**src/rtl/pulse_width_meter.sv**
```systemverilog
// Measures the length in clk cycles of each high pulse on q_in and hands the
// widths out through a one-entry valid/ready slot, with a pulse count and sticky overflow.
module pulse_width_meter #(
  parameter int WIDTH = 8,
  parameter int CNT_W = 16
) (
  input  logic             clk,
  input  logic             rst_n,
  input  logic             q_in,
  input  logic             clr,
  output logic [WIDTH-1:0] width_data,
  output logic             width_valid,
  input  logic             width_ready,
  output logic [CNT_W-1:0] pulse_count,
  output logic             ovf
);

  typedef enum logic [1:0] {
    ARM  = 2'd0,
    IDLE = 2'd1,
    HIGH = 2'd2
  } state_t;

  localparam logic [WIDTH-1:0] RUN_MAX = {WIDTH{1'b1}};

  state_t           state_q, state_d;
  logic [WIDTH-1:0] run_q, run_d;
  logic [WIDTH-1:0] width_data_q, width_data_d;
  logic             width_valid_q, width_valid_d;
  logic [CNT_W-1:0] pulse_count_q, pulse_count_d;
  logic             ovf_q, ovf_d;
  logic             complete;
  logic             xfer;

  function automatic logic [WIDTH-1:0] sat_inc(input logic [WIDTH-1:0] v);
    sat_inc = (v == RUN_MAX) ? v : v + WIDTH'(1);
  endfunction

  always_comb begin
    state_d       = state_q;
    run_d         = run_q;
    width_data_d  = width_data_q;
    width_valid_d = width_valid_q;
    pulse_count_d = pulse_count_q;
    ovf_d         = ovf_q;
    complete      = (state_q == HIGH) && !q_in;
    xfer          = width_valid_q && width_ready;

    case (state_q)
      // ARM discards any pulse that was already in progress when measuring began
      ARM: begin
        run_d = '0;
        if (!q_in) state_d = IDLE;
      end
      IDLE: begin
        if (q_in) begin
          state_d = HIGH;
          run_d   = WIDTH'(1);
        end
      end
      HIGH: begin
        if (q_in) begin
          run_d = sat_inc(run_q);
        end else begin
          state_d = IDLE;
          run_d   = '0;
        end
      end
      default: begin
        state_d = ARM;
        run_d   = '0;
      end
    endcase

    if (complete) begin
      pulse_count_d = pulse_count_q + CNT_W'(1);
      if (!width_valid_q || width_ready) begin
        width_data_d  = run_q;
        width_valid_d = 1'b1;
      end else begin
        ovf_d = 1'b1;
      end
    end else if (xfer) begin
      width_valid_d = 1'b0;
    end

    // clr wins over any completion or transfer on the same edge; width_data is kept
    if (clr) begin
      state_d       = ARM;
      run_d         = '0;
      width_valid_d = 1'b0;
      pulse_count_d = '0;
      ovf_d         = 1'b0;
    end
  end

  always_ff @(posedge clk or negedge rst_n) begin
    if (!rst_n) begin
      state_q       <= ARM;
      run_q         <= '0;
      width_data_q  <= '0;
      width_valid_q <= 1'b0;
      pulse_count_q <= '0;
      ovf_q         <= 1'b0;
    end else begin
      state_q       <= state_d;
      run_q         <= run_d;
      width_data_q  <= width_data_d;
      width_valid_q <= width_valid_d;
      pulse_count_q <= pulse_count_d;
      ovf_q         <= ovf_d;
    end
  end

  assign width_data  = width_data_q;
  assign width_valid = width_valid_q;
  assign pulse_count = pulse_count_q;
  assign ovf         = ovf_q;

endmodule

```
**config.mk**
```make
export PLATFORM = sky130hd
export DESIGN_NAME = pulse_width_meter
export DESIGN_NICKNAME = d
export VERILOG_FILES = /design/src/rtl/pulse_width_meter.sv
export SDC_FILE = /design/constraint.sdc
export NUM_CORES = 1
export LEC_CHECK = 0
export ABC_AREA = 1
export CORE_UTILIZATION = 48
export CTS_CLUSTER_DIAMETER = 120
export DETAILED_ROUTE_END_ITERATION = 7
export GPL_TIMING_DRIVEN = 0
export PLACE_DENSITY_LB_ADDON = 0.08
export SLEW_MARGIN = 40
export SYNTH_ARGS = -nofsm -noshare
export SYNTH_HDL_FRONTEND = slang
export SYNTH_SLANG_ARGS = --single-unit
```
**constraint.sdc**
```tcl
create_clock -name clk -period 1.4 [get_ports clk]
set_input_delay 0.28 -clock clk [delete_from_list [all_inputs] [get_ports clk]]
set_output_delay 0.28 -clock clk [all_outputs]
set_load 0.02 [all_outputs]
```
==> results of run 1 <==
==> layout make-up <==
cell class / instances / area (um^2)
plain buffers: 3 / 20.0
clock buffers: 6 / 72.6
clock inverters: 2 / 35.0
fillers: 271 / 988
inverters: 35 / 134
multi-input cells: 163 / 1110
flip-flops and latches: 36 / 906
well taps: 48 / 60.1
repair buffers: 49 / 447
==> sequential cells by signal, summed over array words and instances (netlist names) <==
| register | flops |
|---|---|
| width_valid | 1 |
| ovf | 1 |
| state_q | 2 |
| width_data | 8 |
| run_q | 8 |
| pulse_count | 16 |
==> power by group through the flow <==
stage	registers [mW]	logic (mW)	clock network [mW]
6_report	1.19	0.948	0.906
5_1_grt	1.20	1.03	0.975
4_1_cts	1.19	0.747	0.925
3_5_place_dp	1.21	0.621	0
3_3_place_gp	1.21	0.604	0
2_1_floorplan	1.27	0.323	0
==> cells in the final DEF, fill, tap and decap left out, types with 3 or more instances in the layout <==
| cell type | count |
|---|---|
| nor2_2 | 5 |
| dfrtp_1 | 32 |
| o21ai_1 | 9 |
| o21ai_2 | 4 |
| inv_1 | 28 |
| dlygate4sd2_1 | 25 |
| clkbuf_8 | 5 |
| nand2_2 | 6 |
| dfrtp_2 | 4 |
| nand2_1 | 46 |
| buf_6 | 3 |
| nand3_1 | 7 |
| nor2_4 | 6 |
| buf_4 | 13 |
| nor3b_2 | 3 |
| nand2_4 | 6 |
| nor3_1 | 3 |
| nor3_2 | 3 |
| a21oi_2 | 4 |
| nand4_1 | 5 |
| nand3_4 | 3 |
| nand3_2 | 4 |
| inv_2 | 6 |
| a21oi_1 | 7 |
| ha_4 | 3 |
| o21ai_0 | 9 |
| nor2_1 | 16 |
==> cell families (layout without fill, tap and decap cells) <==
kind of cell | after synthesis | count (layout)
and+or+nand+nor | 116 | 117
AOI/OAI and AO/OA | 38 | 38
buffers and inverters | 38 | 95
DFF | 36 | 36
adders and majority gates | 5 | 5
muxes | 2 | 2
xor gates and xnor gates | 1 | 1
==> cells in the mapped netlist <==
master / instances / area, um^2
nand2_2: 3 / 18.8
a31oi_1: 1 / 6.26
nor3b_2: 2 / 25.0
buf_2: 1 / 5.00
mux2_2: 2 / 22.5
nand3_4: 1 / 17.5
nor3b_1: 1 / 7.51
nand4_1: 5 / 31.3
nand2_1: 51 / 191
o41ai_1: 1 / 8.76
ha_1: 5 / 62.6
nor3_2: 1 / 10.0
clkbuf_1: 2 / 7.51
nor3_1: 6 / 30.0
o21bai_1: 1 / 7.51
nand2_4: 3 / 33.8
nor2_4: 2 / 22.5
dfrtp_1: 36 / 901
nand3_1: 12 / 60.1
nand3b_1: 2 / 15.0
o21ai_0: 22 / 110
nor2_8: 1 / 20.0
nor2_1: 25 / 93.8
a21oi_1: 11 / 55.1
o211ai_1: 1 / 7.51
nand3_2: 1 / 10.0
inv_1: 31 / 116
xor2_1: 1 / 8.76
a31o_2: 1 / 8.76
inv_2: 4 / 15.0
==> worst max path at each step <==
stage               start               to  slack (ns)  depth (start not counted)
2_1_floorplan  state_q[0]  pulse_count[14]       -0.02                          8
3_5_place_dp         q_in  pulse_count[10]       -0.36                          8
4_1_cts        state_q[0]   pulse_count[6]       -0.07                          9
3_3_place_gp        rst_n   pulse_count[1]       -0.92                          1
6_report       state_q[0]         run_q[7]       -0.06                          9
5_1_grt        state_q[0]   pulse_count[8]       -0.13                         10
==> layer usage <==
metal	vias up	part of all wire
li1	890	-
met1	847	0.48
met2	47	0.46
met3	7	0.044
met4	0	0.014
met5	-	0
==> what timing repair did <==
item                                   CTS  global route
gates resized for setup                 61            40
endpoints found under the hold margin   12             0
hold buffers                             1             0
setup buffers                           10             7
pin swaps                                9            13
setup endpoints to repair               53            33
gates cloned                             1             0
==> flow_summary.ini, run 1 <==
[cells_and_area]
instances_no_fill = 342
final_util = 0.738
area_growth_pct = 44.2
diodes = 0
final_cell_area_mm2 = 0.00278
drive_gt1_frac = 0.316
nNetsFinal = 303

[clock_network]
clk_pin_slew_ns = 0.07
cts_buffer_depth = 2
cts_tree = built
root_buffer = clkbuf_8
cts_sinks = 36
h-tree-depth = 2
clock_latency_ns = 0.29
cts_made_buffers = 5

[detailed_routing]
vias = 1791
firstDrtPassIters = 4
drc = 0
viasPerCell = 5.24
drt_first_iter_violations = 129
detail_route.wl_per_cell_um = 13.8
wirelength_um = 4710
drtAntennaViolNets = 0

[critical_path]
crit_path_cell_trace = inv_2 -> ha_4 -> buf_6 -> nand3_4 -> nor2_4 -> nand2_4 -> nand2_4 -> nor2_2 -> a21oi_1
cp_data_arrival_time_ns = 1.68
cpPeakStageDelay_ns = 0.40
critPathKind = flip-flop to flip-flop
crit_family = simple AND/OR/NAND/NOR gates
r2r_start = state_q[0]
timing.rr.end = run_q[7]
path_buf_inv = 2
rrSetupSlack_ns = -0.06
critPathMaxFanout = 6
crit_path_frequent_cell = nand2_4
cp-start-kind = flip-flop
required_ns = 1.62
cp-end-kind = flip-flop
worst_r2r_path_depth = 9
cp_slowest_cell = dfrtp_1

[global_routing]
use_met3 = 0.0573
grt-busiest-layer = met2
grt_use_met1 = 0.333
grt_max_degree = 25
grt_pass1_vias = 1713
gr-total-overflow = 0
antenna_found_initial = 0
met2_usage = 0.374
grt.total_usage = 0.244
grt_pass1_wl_um = 7850

[sta]
min_period_over_period = 1.05
rsz0062_at_grt = yes
max_freq_mhz = 683
holdWs_ns = 0.416
finClkSkew_ns = 0.00343
maxSlewViolCount = 0
hold_violations = 0
worstMarginPinSlew_ns = 0.661
max_slew_margin = 0.559
min_period_ns = 1.46
setup_tns_ns = -0.470
setup_viol = 16
finalWorstSetupSlack_ns = -0.0647

[floorplanning]
die_y_um = 65.4
pin_count = 31
die-width_um = 65.4
num_rows = 22
core_region_area_mm2 = 0.00377
dieArea_mm2 = 0.00428
start_util = 0.512

[synth]
syn_inst = 236
yosys.area_share.simple = 0.304
synth.yosys.seq_area_share = 0.467
synthMuxAreaShare = 0.0117
synth_top_family_by_area = simple AND/OR/NAND/NOR gates
synth.yosys.warnings = 0
synthXorXnorAreaFrac = 0.00454
ys_ff_latch = 36
synth.distinct_cells = 30
synth_fa_ha_area_frac = 0.0324
syn-cell-area_mm2 = 0.00193
syn-num-nets = 246
avgSynthCellArea_um2 = 8.18
synth-compound-area-share = 0.106

[placed_design]
gp_congestion = 0.916
place_area_mm2 = 0.00233
placed_cells = 315
place.port_buffers = 30
hpwl_um = 2900
dp_slack_ns = -0.360

[power]
p_switching_mw = 0.968
switching_share = 0.318
finalPower_mw = 3.04
p_int_mw = 2.07
pwr-share-seq = 0.391
ir_worst_vdd_mv = 0.804
power_density_mw_per_mm2 = 1090
leakagePower_nw = 1.38
combPwrFrac = 0.312
p_clk_frac = 0.298

[job]
drv_cap = 0

[run_status]
status = finished with violations
violations = setup timing

[worst_hold_path]
hp-class = primary input to async pin
No activity file was read; power rests on OpenSTA's default activity.
==> run 2: changes to the inputs <==
Settings changed: CORE_MARGIN set to 1.
==> results of run 2 <==
Final layout, timing and power as in run 1 (identical DEF).
